`src/rtl/tile_writeback.sv`:
```
// Tile writeback engine: collects MAC row results through a latency-matched
// delay line and writes them into OMEM, either overwriting or accumulating
// with per-lane signed saturation. Also performs the 16-row OMEM clear sweep.
module tile_writeback #(
    parameter int LAT = 3,
    parameter int PW  = 16
) (
    input  logic            CLK,
    input  logic            RSTN,
    input  logic            START_CALC,
    input  logic [1:0]      OBASE,
    input  logic            ACC,
    input  logic            CLR_OMEM,
    input  logic [4*PW-1:0] PSUM,
    input  logic [4*PW-1:0] OMEM_RDATA,
    output logic [3:0]      OMEM_ADDR,
    output logic            OMEM_RE,
    output logic            OMEM_WE,
    output logic [4*PW-1:0] OMEM_WDATA,
    output logic            Tile_Done,
    output logic            CLR_DONE,
    output logic            BUSY,
    output logic            ERR
);

    typedef enum logic [2:0] {
        IDLE    = 3'd0,
        CLEAR   = 3'd1,
        COLLECT = 3'd2,
        DRAIN   = 3'd3,
        DONE    = 3'd4
    } state_t;

    state_t state_q, state_d;

    // Clear sweep counter: 0..15 are write cycles, 16 is the CLR_DONE cycle
    logic [4:0] clr_cnt_q, clr_cnt_d;
    logic [1:0] row_q, row_d;
    logic [1:0] obase_q, obase_d;
    logic       acc_q, acc_d;
    logic       err_q, err_d;

    // Delay line matching the MAC array latency; stage LAT-1 is the emerging entry
    logic [LAT-1:0]      dl_valid_q, dl_valid_d;
    logic [LAT-1:0][3:0] dl_addr_q, dl_addr_d;
    logic [LAT-1:0]      dl_acc_q, dl_acc_d;

    // Write stage: holds the row whose OMEM write happens this cycle
    logic            wb_valid_q, wb_valid_d;
    logic [3:0]      wb_addr_q, wb_addr_d;
    logic            wb_acc_q, wb_acc_d;
    logic [4*PW-1:0] psum_q, psum_d;

    logic       push;
    logic [1:0] push_obase;
    logic [1:0] push_row;
    logic       push_acc;

    logic       emerge_valid;
    logic [3:0] emerge_addr;
    logic       emerge_acc;
    logic       clearing;

    logic [PW:0]     lane_sum [4];
    logic [4*PW-1:0] sat_sum;

    assign emerge_valid = dl_valid_q[LAT-1];
    assign emerge_addr  = dl_addr_q[LAT-1];
    assign emerge_acc   = dl_acc_q[LAT-1];
    assign clearing     = (state_q == CLEAR) && !clr_cnt_q[4];

    // Control FSM next-state, tile capture, row counting and error detection
    always_comb begin
        state_d    = state_q;
        clr_cnt_d  = clr_cnt_q;
        row_d      = row_q;
        obase_d    = obase_q;
        acc_d      = acc_q;
        err_d      = err_q;
        push       = 1'b0;
        push_obase = obase_q;
        push_row   = row_q;
        push_acc   = acc_q;

        if (state_q != IDLE && CLR_OMEM) begin
            err_d = 1'b1;
        end
        if ((state_q == DRAIN || state_q == DONE) && START_CALC) begin
            err_d = 1'b1;
        end

        case (state_q)
            IDLE: begin
                if (CLR_OMEM) begin
                    state_d   = CLEAR;
                    clr_cnt_d = 5'd0;
                    if (START_CALC) begin
                        err_d = 1'b1;
                    end
                end else if (START_CALC) begin
                    state_d    = COLLECT;
                    obase_d    = OBASE;
                    acc_d      = ACC;
                    push       = 1'b1;
                    push_obase = OBASE;
                    push_acc   = ACC;
                    push_row   = 2'd0;
                    row_d      = 2'd1;
                end
            end
            CLEAR: begin
                if (clr_cnt_q[4]) begin
                    state_d   = IDLE;
                    clr_cnt_d = 5'd0;
                end else begin
                    clr_cnt_d = clr_cnt_q + 5'd1;
                end
            end
            COLLECT: begin
                if (START_CALC) begin
                    push  = 1'b1;
                    row_d = row_q + 2'd1;
                    if (row_q == 2'd0) begin
                        err_d = 1'b1;
                    end
                end else begin
                    state_d = DRAIN;
                end
            end
            DRAIN: begin
                if (!(|dl_valid_q)) begin
                    state_d = DONE;
                end
            end
            DONE: begin
                state_d = IDLE;
                row_d   = 2'd0;
            end
            default: begin
                state_d = IDLE;
            end
        endcase
    end

    // Delay line shift and write-stage capture of the emerging entry and its PSUM
    always_comb begin
        dl_valid_d    = '0;
        dl_addr_d     = '0;
        dl_acc_d      = '0;
        dl_valid_d[0] = push;
        dl_addr_d[0]  = {push_obase, push_row};
        dl_acc_d[0]   = push_acc;
        for (int i = 1; i < LAT; i++) begin
            dl_valid_d[i] = dl_valid_q[i-1];
            dl_addr_d[i]  = dl_addr_q[i-1];
            dl_acc_d[i]   = dl_acc_q[i-1];
        end
        wb_valid_d = emerge_valid;
        wb_addr_d  = emerge_addr;
        wb_acc_d   = emerge_acc;
        psum_d     = emerge_valid ? PSUM : psum_q;
    end

    // Per-lane signed saturating add of OMEM read data and the captured PSUM
    always_comb begin
        sat_sum = '0;
        for (int i = 0; i < 4; i++) begin
            lane_sum[i] = {OMEM_RDATA[i*PW+PW-1], OMEM_RDATA[i*PW +: PW]}
                        + {psum_q[i*PW+PW-1], psum_q[i*PW +: PW]};
            if (lane_sum[i][PW] != lane_sum[i][PW-1]) begin
                sat_sum[i*PW +: PW] = lane_sum[i][PW] ? {1'b1, {(PW-1){1'b0}}}
                                                      : {1'b0, {(PW-1){1'b1}}};
            end else begin
                sat_sum[i*PW +: PW] = lane_sum[i][PW-1:0];
            end
        end
    end

    // OMEM port drive: read address has priority, otherwise the pending write or clear address
    always_comb begin
        OMEM_RE    = emerge_valid & emerge_acc;
        OMEM_WE    = wb_valid_q | clearing;
        OMEM_ADDR  = 4'd0;
        OMEM_WDATA = '0;
        if (OMEM_RE) begin
            OMEM_ADDR = emerge_addr;
        end else if (wb_valid_q) begin
            OMEM_ADDR = wb_addr_q;
        end else if (clearing) begin
            OMEM_ADDR = clr_cnt_q[3:0];
        end
        if (wb_valid_q) begin
            OMEM_WDATA = wb_acc_q ? sat_sum : psum_q;
        end
        Tile_Done = (state_q == DONE);
        CLR_DONE  = (state_q == CLEAR) && clr_cnt_q[4];
        BUSY      = (state_q != IDLE);
        ERR       = err_q;
    end

    // State register; reset flushes the pipeline so no stale write survives
    always_ff @(posedge CLK or negedge RSTN) begin
        if (!RSTN) begin
            state_q    <= IDLE;
            clr_cnt_q  <= 5'd0;
            row_q      <= 2'd0;
            obase_q    <= 2'd0;
            acc_q      <= 1'b0;
            err_q      <= 1'b0;
            dl_valid_q <= '0;
            dl_addr_q  <= '0;
            dl_acc_q   <= '0;
            wb_valid_q <= 1'b0;
            wb_addr_q  <= 4'd0;
            wb_acc_q   <= 1'b0;
            psum_q     <= '0;
        end else begin
            state_q    <= state_d;
            clr_cnt_q  <= clr_cnt_d;
            row_q      <= row_d;
            obase_q    <= obase_d;
            acc_q      <= acc_d;
            err_q      <= err_d;
            dl_valid_q <= dl_valid_d;
            dl_addr_q  <= dl_addr_d;
            dl_acc_q   <= dl_acc_d;
            wb_valid_q <= wb_valid_d;
            wb_addr_q  <= wb_addr_d;
            wb_acc_q   <= wb_acc_d;
            psum_q     <= psum_d;
        end
    end

endmodule

```
`config.mk`:
```
export PLATFORM = sky130hd
export DESIGN_NAME = tile_writeback
export DESIGN_NICKNAME = d
export VERILOG_FILES = /design/src/rtl/tile_writeback.sv
export SDC_FILE = /design/constraint.sdc
export NUM_CORES = 1
export LEC_CHECK = 0
export ABC_AREA = 1
export CORE_MARGIN = 4
export CORE_UTILIZATION = 40
export CTS_CLUSTER_SIZE = 30
export DETAILED_ROUTE_END_ITERATION = 16
export GPL_TIMING_DRIVEN = 0
export PLACE_DENSITY_LB_ADDON = 0.08
export SLEW_MARGIN = 20
export SYNTH_ARGS = -nofsm -noshare
export SYNTH_HDL_FRONTEND = slang
export SYNTH_SLANG_ARGS = --single-unit
```
`constraint.sdc`:
```
create_clock -name CLK -period 4.72 [get_ports CLK]
set_input_delay 0.944 -clock CLK [delete_from_list [all_inputs] [get_ports CLK]]
set_output_delay 0.944 -clock CLK [all_outputs]
set_load 0.02 [all_outputs]
```
==> metrics.txt <==
Nets 1,630; Distinct cells, synth 45; CTS Hold Bufs 0; clk slew on worst S/H paths 0.09 ns; Worst setup EP type primary output; status finished clean; worst r2r src dl_valid_q[2]; P_sw 4.89 mW; crit-path leading delay family simple AND/OR/NAND/NOR gates; CTS max path bufs 2; Worst Path Max Fanout 8; GRT busiest layer met2; Seq pwr share 0.172; top post-synthesis cells by area dfrtp_1 (29%), nand2_1 (11%), ha_1 (11%), mux2_2 (8.1%), o21ai_0 (6.6%); Async SR Flop Fraction 1.00; EDFF count, synth 0; drt pass-1 iters 5; Via density 5.19; DRC errors left 0; R2R cell count 4; Comb power frac 0.743; final hold slack 0.356 ns; leading cell type in the layout, fill and taps excluded nand2_1; DR iter-0 viols 451; Initial Util 0.406; Buf/Inv on CP 4; Worst Setup EP OMEM_WDATA[30]; cell area after synthesis 0.00851 mm^2; P_leak 5.88 nW; Worst VDD drop 0.312 mV; Max Cap Viol 0; initial antenna violation count 2; CTS Buf Count 9; syn nets 1,373; WS Path Type in -> out; synthesized instance count 1,162; most frequent cells in the layout nand2_1 (228), o21ai_0 (110), clkdlybuf4s50_1 (107), inv_1 (102), dfrtp_1 (99); slowest CP cell ha_4; internal power 4.61 mW; share of the synthesized area in the top cell type 0.291; end of the worst register-to-register path psum_q[45]; TritonCTS Sinks 99; H-tree lvl count 3; Startpoint Class input port; port bufs 208; Layout area overhead 44.7%; total global routing overflow 0; GP Congestion 0.913; HP Class reg -> reg; critical path's largest stage delay 0.31 ns; vias in the first global route 8,882; core area 0.0210 mm^2; Avg Cell Area, Syn 7.33 um^2; routed len/inst 16.2 um; critical path depth 19; skew final 0.00898 ns; reg2reg setup slack 2.51 ns; CP Data Required Time 3.78 ns; CP dominant cell by count nand3_2; Tot Pwr 9.50 mW; Routed Antenna Nets 0; Clock Tree Root clkbuf_16; Site Rows 53; Post-Route Utilization 0.588; post-synth top area cell dfrtp_1; Yosys Warn Count 0; clock share of power 0.084; crit path launch OMEM_RDATA[17]; final period utilization 0.987; PwrDens 771 mW/mm^2; top_reg_cell synth dfrtp_1; Final Critical Period 4.66 ns; Final setup viols 0; non-filler cells, final 1,700; DIE HEIGHT 154 um; sw frac 0.515; die area 0.0237 mm^2; largest net degree at the start of global routing 63; DP Cell Count 1,646; Post-Route WL 27,500 um; max-slew violations 0; register bit total from synthesis 99; Clock Latency Late Sink 0.37 ns; Slew @ Worst Pin 0.822 ns; cell chain of the critical path dlygate4sd2_1, ha_1, nand3_2, nand3_2, nand3_2, nand2_2, nand2_2, nand2_1, nand2_1, nand3b_1, or2_4, nand2_4, inv_2, ha_4, clkinvlp_4, nand3_2, nand2_2, a21oi_2, buf_4; Horiz. Die Dim 154 um; met2 GRT Util 0.384; TritonCTS clock tree yes; GR Layer Usage met1 0.292; # IOs 209; M3 GR Usage 0.0414; Slew headroom 0.452; GRT Total Usage 0.225; global-route wire length before repair 43,900 um; fmax 215 MHz; layout cells sized above 1 0.256; register area share after synthesis 0.291; DR vias 8,825; Filler cells 2,014; DPL Wire Length 21,200 um; worst path arrival time 3.72 ns; Hold Fails Final Rpt 0
[repair_timing]
action | CTS | global route
resized for setup | 264 | 136
setup buffers | 23 | 17
setup endpoints to repair | 62 | 49
pin swaps | 34 | 68
[worst reg2reg max path: stages, from the launching register on]
cell and delay (ns):
dfrtp_1 0.35, clkbuf_1 0.47, clkbuf_1 0.53, buf_2 0.38
mux2_2 0.37
[how the worst min path moves through the flow]
| stage | startpoint | endpoint | slack (ns) | cells past startpoint |
|---|---|---|---|---|
| 6_report | dl_addr_d[4] | dl_addr_d[8] | 0.36 | 0 |
| 5_1_grt | dl_addr_d[4] | dl_addr_d[8] | 0.36 | 0 |
| 4_1_cts | dl_addr_d[4] | dl_addr_d[8] | 0.36 | 0 |
| 3_5_place_dp | dl_addr_d[8] | emerge_addr[0] | 0.33 | 0 |
| 3_3_place_gp | dl_addr_d[4] | dl_addr_d[8] | 0.33 | 0 |
| 2_1_floorplan | dl_acc_q[1] | dl_acc_q[2] | 0.33 | 0 |
[per-stage QoR]
| stage | instance area, um^2 | setup TNS [ns] | setup WS, ns |
|---|---|---|---|
| finish | 12300 | 0 | 0.0601 |
| CTS | 11700 | 0 | 0.0000946 |
| floorplan | 8510 | 0 | 0.278 |
| global route | 12300 | -0.208 | -0.0499 |
| detailed placement | 11000 | -48.95 | -1.29 |
| global placement | 10900 | -176.34 | -1.30 |
[flip-flops by register name, indices dropped and copies added, names as in the netlist]
name / count
psum_q: 64
dl_addr_d: 8
clr_cnt_q: 5
emerge_addr: 4
wb_addr_q: 4
dl_acc_q: 3
dl_valid_q: 3
state_q: 3
row_q: 2
ERR: 1
wb_acc_q: 1
wb_valid_q: 1
[routing by layer]
metal	wire, um	share of wire
met3	1360	0.049
met5	13	0.00047
met4	518	0.019
met1	12500	0.45
met2	13100	0.48
[area by class of cell]
type / count / area, um^2 / share of cell area
plain buffers: 33 / 165 / 0.0134
diodes: 1 / 2.50 / 0.000203
well taps: 275 / 344 / 0.0279
flip-flops and latches: 99 / 2480 / 0.201
multi-input cells: 914 / 6290 / 0.510
clock buffers: 9 / 225 / 0.0183
repair buffers: 249 / 2300 / 0.186
clock inverters: 7 / 88.8 / 0.00721
inverters: 113 / 435 / 0.0353
[cell families (layout without fill, tap and decap cells)]
| kind of cell | Yosys count | in the layout | share of synthesized area |
|---|---|---|---|
| compound gates | 273 | 273 | 0.177 |
| xor+xnor | 18 | 18 | 0.0185 |
| fa+ha+maj | 76 | 76 | 0.115 |
| buf+inv | 149 | 411 | 0.0701 |
| flops | 99 | 99 | 0.291 |
| mux | 61 | 61 | 0.0807 |
| other cells | 0 | 1 | 0 |
| simple gates | 486 | 486 | 0.247 |
[synthesized netlist by cell type, types with 15 or more instances]
master    number
a21oi_2       15
clkbuf_1      26
dfrtp_1       99
nand2_2       30
nand2_1      259
nand3_1       65
inv_1        109
o21ai_0      113
nor2_1        88
ha_1          72
a21oi_1      107
mux2_2        61
[power groups by stage]
stage,clock network [mW],logic (mW),registers [mW]
6_report,0.800,7.06,1.64
5_1_grt,0.852,7.83,1.70
4_1_cts,0.824,6.49,1.61
3_5_place_dp,0,5.96,1.58
3_3_place_gp,0,5.90,1.57
2_1_floorplan,0,4.30,1.46
No activity file was read; power rests on OpenSTA's default activity.
